<file path="src/rtl/mips_mem_pkg.sv">
// Shared memory-side types for the multicycle MIPS store path: store sizes,
// serializer FSM states and word geometry.
package mips_mem_pkg;

  localparam int BYTES_PER_WORD = 4;
  localparam int IDX_W          = $clog2(BYTES_PER_WORD);

  typedef enum logic [1:0] {
    SZ_BYTE = 2'd0,
    SZ_HALF = 2'd1,
    SZ_WORD = 2'd2,
    SZ_RSVD = 2'd3
  } store_size_e;

  typedef enum logic [1:0] {
    IDLE  = 2'd0,
    WRITE = 2'd1,
    DONE  = 2'd2
  } state_e;

  // Index of the final beat; the reserved size behaves as a full word.
  function automatic logic [IDX_W-1:0] last_beat_idx(input store_size_e sz);
    case (sz)
      SZ_BYTE: return IDX_W'(0);
      SZ_HALF: return IDX_W'(1);
      default: return IDX_W'(BYTES_PER_WORD - 1);
    endcase
  endfunction

endpackage

</file>
<file path="src/rtl/byte_lane_sel.sv">
// Selects the byte lane of a store word carried by the current beat.
// Defining STORE_BIG_ENDIAN_EN reverses lane order within the active N bytes.
module byte_lane_sel
  import mips_mem_pkg::*;
(
  input  logic [8*BYTES_PER_WORD-1:0] word_i,
  input  logic [IDX_W-1:0]            idx_i,
  input  logic [IDX_W-1:0]            last_idx_i,
  output logic [7:0]                  byte_o
);

`ifdef STORE_BIG_ENDIAN_EN
  localparam bit BIG_ENDIAN = 1'b1;
`else
  localparam bit BIG_ENDIAN = 1'b0;
`endif

  logic [IDX_W-1:0] w_lane;

  // Big-endian walks down from the top of the selected bytes, so the MSB
  // lands on the base address while addresses still count upwards.
  assign w_lane = BIG_ENDIAN ? (last_idx_i - idx_i) : idx_i;
  assign byte_o = word_i[{w_lane, 3'b000} +: 8];

endmodule

</file>
<file path="src/rtl/store_byte_serializer.sv">
// Serializes one SW/SH/SB store word into byte writes on an 8-bit memory port.
// Optional macro STORE_BIG_ENDIAN_EN sends the most-significant byte first.
module store_byte_serializer
  import mips_mem_pkg::*;
#(
  parameter int ADDR_W = 8
) (
  input  logic              clk_i,
  input  logic              rst_n_i,
  input  logic              start_i,
  input  logic [ADDR_W-1:0] addr_i,
  input  logic [31:0]       wdata_i,
  input  logic [1:0]        size_i,
  output logic              ready_o,
  output logic              mem_we_o,
  output logic [ADDR_W-1:0] mem_addr_o,
  output logic [7:0]        mem_wdata_o,
  input  logic              mem_ready_i,
  output logic              done_o
);

  state_e            r_state;
  logic [ADDR_W-1:0] r_addr;
  logic [31:0]       r_wdata;
  store_size_e       r_size;
  logic [IDX_W-1:0]  r_idx;

  logic [IDX_W-1:0]  w_last_idx;
  logic              w_last_beat;

  assign w_last_idx  = last_beat_idx(r_size);
  assign w_last_beat = (r_idx == w_last_idx);

  always_ff @(posedge clk_i or negedge rst_n_i) begin
    if (!rst_n_i) begin
      r_state <= IDLE;
      // NOTE: the data latches are reset too, so the port reads 0 after reset.
      r_addr  <= '0;
      r_wdata <= '0;
      r_size  <= SZ_BYTE;
      r_idx   <= '0;
    end else begin
      // NOTE: non-blocking so every register samples pre-edge values.
      case (r_state)
        IDLE: begin
          if (start_i) begin
            r_addr  <= addr_i;
            r_wdata <= wdata_i;
            r_size  <= store_size_e'(size_i);
            r_idx   <= '0;
            r_state <= WRITE;
          end
        end
        WRITE: begin
          if (mem_ready_i) begin
            if (w_last_beat) r_state <= DONE;
            else             r_idx   <= r_idx + IDX_W'(1);
          end
        end
        DONE:    r_state <= IDLE;
        default: r_state <= IDLE;
      endcase
    end
  end

  // Address and data decode straight from the latches, so they hold their
  // last beat outside WRITE and are qualified only by mem_we_o.
  assign ready_o    = (r_state == IDLE);
  assign mem_we_o   = (r_state == WRITE);
  assign done_o     = (r_state == DONE);
  assign mem_addr_o = r_addr + ADDR_W'(r_idx);

  byte_lane_sel u_lane_sel (
    .word_i     (r_wdata),
    .idx_i      (r_idx),
    .last_idx_i (w_last_idx),
    .byte_o     (mem_wdata_o)
  );

endmodule

</file>
<file path="config.mk">
export PLATFORM = sky130hd
export DESIGN_NAME = store_byte_serializer
export DESIGN_NICKNAME = d
export VERILOG_FILES = /design/src/rtl/mips_mem_pkg.sv /design/src/rtl/byte_lane_sel.sv /design/src/rtl/store_byte_serializer.sv
export SDC_FILE = /design/constraint.sdc
export NUM_CORES = 1
export LEC_CHECK = 0
export CAP_MARGIN = 20
export CORE_AREA = 3 3 75 77
export CTS_CLUSTER_SIZE = 20
export DETAILED_ROUTE_END_ITERATION = 10
export DIE_AREA = 0 0 78 80
export PLACE_DENSITY = 0.78
export SETUP_SLACK_MARGIN = 0.5
export SYNTH_ARGS = -nofsm -noshare
export SYNTH_HDL_FRONTEND = slang
export SYNTH_SLANG_ARGS = --single-unit
</file>
<file path="constraint.sdc">
create_clock -name clk_i -period 2.62 [get_ports clk_i]
set_clock_uncertainty 0.05 [all_clocks]
set_input_delay 0.524 -clock clk_i [delete_from_list [all_inputs] [get_ports clk_i]]
set_output_delay 0.524 -clock clk_i [all_outputs]
set_load 0.02 [all_outputs]
</file>
==> Word level (Yosys, flattened, before mapping) <==
Cells that the tools add are included.
{ "word_totals": {"latch_bits": 0, "register_bits": 46, "rom_bits": 0, "memories": 0, "in_bits": 46, "ram_bits": 0, "wordCells": 31, "output_inout_bits": 19} }
{ "op_classes": {"magnitude_cmp": 0, "n_bitwise": 0, "n_eq_ne": 8, "mux": 9, "n_div": 0, "n_shift": 1, "multipliers": 0, "n_addsub": 2, "n_reduce_logical": 6} }
{ "ops": {"columns": ["cell", "n"], "rows": [
  ["$shiftx 32x6->8", 1],
  ["$mux 2", 6],
  ["$pmux 2 s2", 3],
  ["$add 8x2->8", 1],
  ["$eq 2x1->1 const B", 2],
  ["$logic_not 2->1", 2],
  ["$ne 2x1->1 const B", 2],
  ["$ne 2x2->1 const B", 2],
  ["$reduce_and 4->1", 1],
  ["$reduce_and 3->1", 1],
  ["$add 2x1->2 const B", 1],
  ["$eq 2x2->1", 1],
  ["$eq 2x2->1 const B", 1],
  ["$reduce_and 2->1", 1],
  ["$reduce_bool 2->1", 1]
]} }

==> Logic depth before layout (Yosys ltp) <==
{ "depth": {"ltp_word": 6, "ltp_mapped": 6, "ltp_nobuf": 5} }

==> Modules after synthesis <==
A second synthesis with hierarchy kept.
{ "unflattened": {"hier_cells": 146, "area_unflattened_um2": 2368.5} }
{ "by_module_without_submodules": {"columns": ["module", "n_inst", "seq_area_each_um2", "cells_each", "area_per_inst_um2"], "rows": [
  ["store_byte_serializer", 1, 1151.1, 136, 2172.1],
  ["byte_lane_sel", 1, 0.0, 10, 196.4]
]} }

==> Least setup slack after synthesis <==
No wires, ideal clock.
{ "synth_path": {"kind": "register -> output", "start": "reg r_idx[1]", "end": "out mem_addr_o[6]", "t_required_ns": 2.046, "path_slack_ns": 0.169, "path_buffers": 1, "arrival_time_ns": 1.877, "stages_incl_launch_ff": 6, "cell_sequence": "dfrtp_1 buf_1 inv_1 fa_1 nor3_1 xor2_1"} }
{ "synth_via": {"elab_chain_len": 1} }
{ "synth_rtl": {"columns": ["item", "line_no", "source"], "rows": [
  ["start, declared", "store_byte_serializer.sv:26", "logic [IDX_W-1:0] r_idx;"],
  ["start signal, assigned", "store_byte_serializer.sv:57", "else r_idx <= r_idx + IDX_W'(1);"],
  ["$add 8x2->8", "store_byte_serializer.sv:71", "assign mem_addr_o = r_addr + ADDR_W'(r_idx);"],
  ["end, declared", "store_byte_serializer.sv:16", "output logic [ADDR_W-1:0] mem_addr_o,"]
]} }
No other way between the ends.

==> Worst setup path in the final report <==
{ "layout_path": {"start": "reg r_addr[0]", "end": "out mem_addr_o[6]"} }
{ "layout_via": {"elab_chain_len": 1} }
{ "layout_rtl": {"columns": ["item", "line_no", "source"], "rows": [
  ["start, declared", "store_byte_serializer.sv:23", "logic [ADDR_W-1:0] r_addr;"],
  ["start signal, assigned", "store_byte_serializer.sv:47", "r_addr <= addr_i;"],
  ["$add 8x2->8", "store_byte_serializer.sv:71", null]
]} }
No other way between the ends.

==> metrics.md <==
| Metric | Value |
|---|---|
| Post-Route WL | about 4600 µm |
| Worst Path Buf+Inv | 2 |
| Max FO, Critical Path | 3 |
| DRT Pass-1 Iters | 4 |
| CP Launch Type | flip-flop |
| Pwr per Cell Area | between 1000 and 1500 nW/µm² |
| Worst Setup SP | r_addr[0] |
| Met3 wire length | 255 µm |
| CTS H-tree depth | 2 |
| # DRC | 0 |
| Synth Flop Type | dfrtp_1 |
| Die area | 6240 µm² |
| Cell-by-cell trace of the critical path | ha_4, inv_2, fa_2, nor3_4, xor2_2, buf_4 |
| VDD IR max | around 0.70 mV |
| Core Rows | 26 |
| Fin Setup TNS | 0 ps |
| Uppermost layer routed | met4 |
| R2R Path Start | r_idx[0] |
| CP Depth | 6 |
| Leading area contributor after synthesis | dfrtp_1 |
| Status | completed |
| All-Layer GR Usage | 15.4% |
| Sequential area share after synthesis | 48.2% |
| Measured slew at the worst slew-check pin | 578 ps |
| Routed Antenna Nets | 0 |
| Pleak | 1.43 nW |
| Clock sink count | 46 |
| Synth Register Bits | 46 |
| Starting density of the core | 47.1% |
| Top area cells in the synthesized netlist | dfrtp_1, mux2_4, mux4_2 |
| Dpl ws | 96.4 ps |
| Area fraction of the dominant cell type after synthesis | 48.2% |
| Max frequency | 433 MHz |
| Post-Synthesis Cells | 150 |
| Synth Warn # | 0 |
| Post-Syn Nets | 199 |
| CTS tree | done |
| Final setup vio count | 0 |
| R2R Path End | r_state[0] |
| R2R setup slack | 900 ps |
| # diodes | 0 |
| Post-synth EDFFs | 0 |
| Nets | 271 |
| Final period util | 88.2% |
| CTS root buf | clkbuf_8 |
| Yosys cell types | 34 |
| Share of cells above drive strength 1 | 42.8% |
| Slew Viols, Final | 0 |
| Fraction of registers with async set or reset after synthesis | 100% |
| Wl on met1 | 2150 µm |
| Port buffer count | between 60 and 70 |
| RSZ-0062 raised after global routing | yes |
| CP max-delay cell | dfrtp_1 |
| First-pass GRT wire length | 7440 µm |
| Mean Syn Cell Area | 15.9 µm² |
| Vias per cell | 4.98 |
| GRT overflow | 0 |
| Max_cap viols | 0 |
| Max stage delay on crit path | 400 ps |
| Worst Setup Slack, final | roughly 300 ps |
| Vias in the first global route | 1516 |
| Pin count of the biggest net entering global routing | 47 |
| CTS Buffer Depth | 2 |
| Delay-heaviest family, CP | adder cells |
| Total CTS buffers | 5 |
| Crit Path Category | flip-flop to primary output |
| Hold Fails Final Rpt | 0 |
| Most common cell in the netlist | dfrtp_1 |
| Worst-path clk slew | approximately 80 ps |
| Critical Path Sink Type | primary output |
| Initial antenna violation count | 0 |
| Io pins | 65 |
| Post-Syn Area | 2390 µm² |
| Avg WL per Cell | 15.8 µm |
| Minimum clock period after layout | 2310 ps |
| CTS hold repair buffers | 0 |
| CP endpoint | mem_addr_o[6] |
| Worst Hold Class | input port to asynchronous set/reset pin |
| Placer Congestion | 0.762 |
| Area delta synth->final | 33.7% |
| Vias | 1455 |
| Die W | 78 µm |
| Reg2reg path depth | 6 |
| Post-synth top cells | dfrtp_1, mux2_4, mux4_2 |
| Worst EP arrival | 1740 ps |
| Die H | 80 µm |
| Placed wire-length estimate | ~3200 µm |
| Met2 wire length | 2180 µm |
| Core area | 5070 µm² |
| 1st-iter DRT viols | between 70 and 80 |
| Fillers | a little over 400 |
| Critical path data required time | 2050 ps |
| Relative slew slack | between 60 and 70% |
| Clk Latency, worst-skew pair | about 290 ps |
-- logic make-up after synthesis --
kind of cell             after synthesis  synth area share (%)
AO/OA/AOI/OAI                          8                  2.88
XOR/XNOR                               7                  2.57
adder cells (fa/ha/maj)                3                  1.89
buffers and inverters                 15                  5.92
flip-flops                            46                  48.2
multiplexers                          51                  34.0
AND/OR/NAND/NOR                       20                  4.51
-- worst reg2reg max path: cells and delay by family, from the launching register on --
family	cells	cell delay, ps
buffers and inverters	3	450
DFF	1	410
AOI/OAI and AO/OA	2	530
xor gates and xnor gates	1	180
-- worst min path at each step --
stage | end | depth (start not counted) | start | slack (ps)
floorplan | r_addr[0] | 0 | rst_n_i | 180
global placement | r_wdata[4] | 1 | r_wdata[4] | 430
detailed placement | r_wdata[4] | 1 | r_wdata[4] | 430
CTS | r_addr[3] | 2 | rst_n_i | 280
global route | r_addr[3] | 2 | rst_n_i | 300
finish | r_wdata[1] | 2 | rst_n_i | 270
-- flip-flops by register name, summed over array words and instances, names as in the netlist --
register,count
r_idx,2
r_size,2
r_addr,8
r_wdata,32
r_state,2
-- where the power goes --
part | internal [mW] | total (mW) | leakage (nW) | switching [mW]
logic | 1.37 | 2.37 | 0.848 | 1.00
clock network | 0.184 | 0.403 | 0.0383 | 0.219
registers | 1.08 | 1.36 | 0.542 | 0.285
total | 2.63 | 4.13 | 1.43 | 1.51
-- metal layers --
layer / up-vias / global-route usage [%]
li1: 671 / -
met1: 732 / 21.6
met2: 49 / 24.1
met3: 3 / 3.95
met4: 0 / 3.15
met5: - / 0
-- stage by stage --
stage	util [%]	cells	total power, mW	area (µm²)	hold WS [ps]
2_1_floorplan	-	150	2.98	2410	178
3_3_place_gp	60.4	280	3.68	3060	427
3_5_place_dp	60.4	280	3.72	3060	433
4_1_cts	61.9	288	4.05	3140	285
5_1_grt	62.9	292	4.38	3190	299
6_report	62.9	292	4.13	3190	267
-- timing repair --
item	CTS	global route
endpoints found under the hold margin	0	0
endpoints found under the setup margin	18	17
setup buffers	1	4
gates resized for setup	50	36
pin swaps	2	1
-- layout by cell type (no fill, tap or decap), types with 2 or more instances in the layout --
cell type,instances
mux4_2,8
clkdlybuf4s50_1,44
clkbuf_8,5
xor2_2,2
nand2b_1,3
dfrtp_1,44
buf_6,2
inv_1,4
clkbuf_2,3
inv_2,2
nand2_1,4
dlymetal6s2s_1,2
buf_2,6
nor2_1,2
mux2_1,2
dfrtp_2,2
buf_12,2
xor2_1,3
mux2_4,40
dlygate4sd2_1,2
clkbuf_1,2
buf_4,12
-- cell type report --
class | count | area, µm² | share of cell area, %
clock buffer | 7 | 76.3 | 2.39
inverter | 6 | 22.5 | 0.705
multi-input combinational | 89 | 1160 | 36.4
sequential | 46 | 1150 | 36.1
tap | 70 | 87.6 | 2.74
timing repair buffer | 74 | 692 | 21.7
Power figures use the tool's default switching activity.
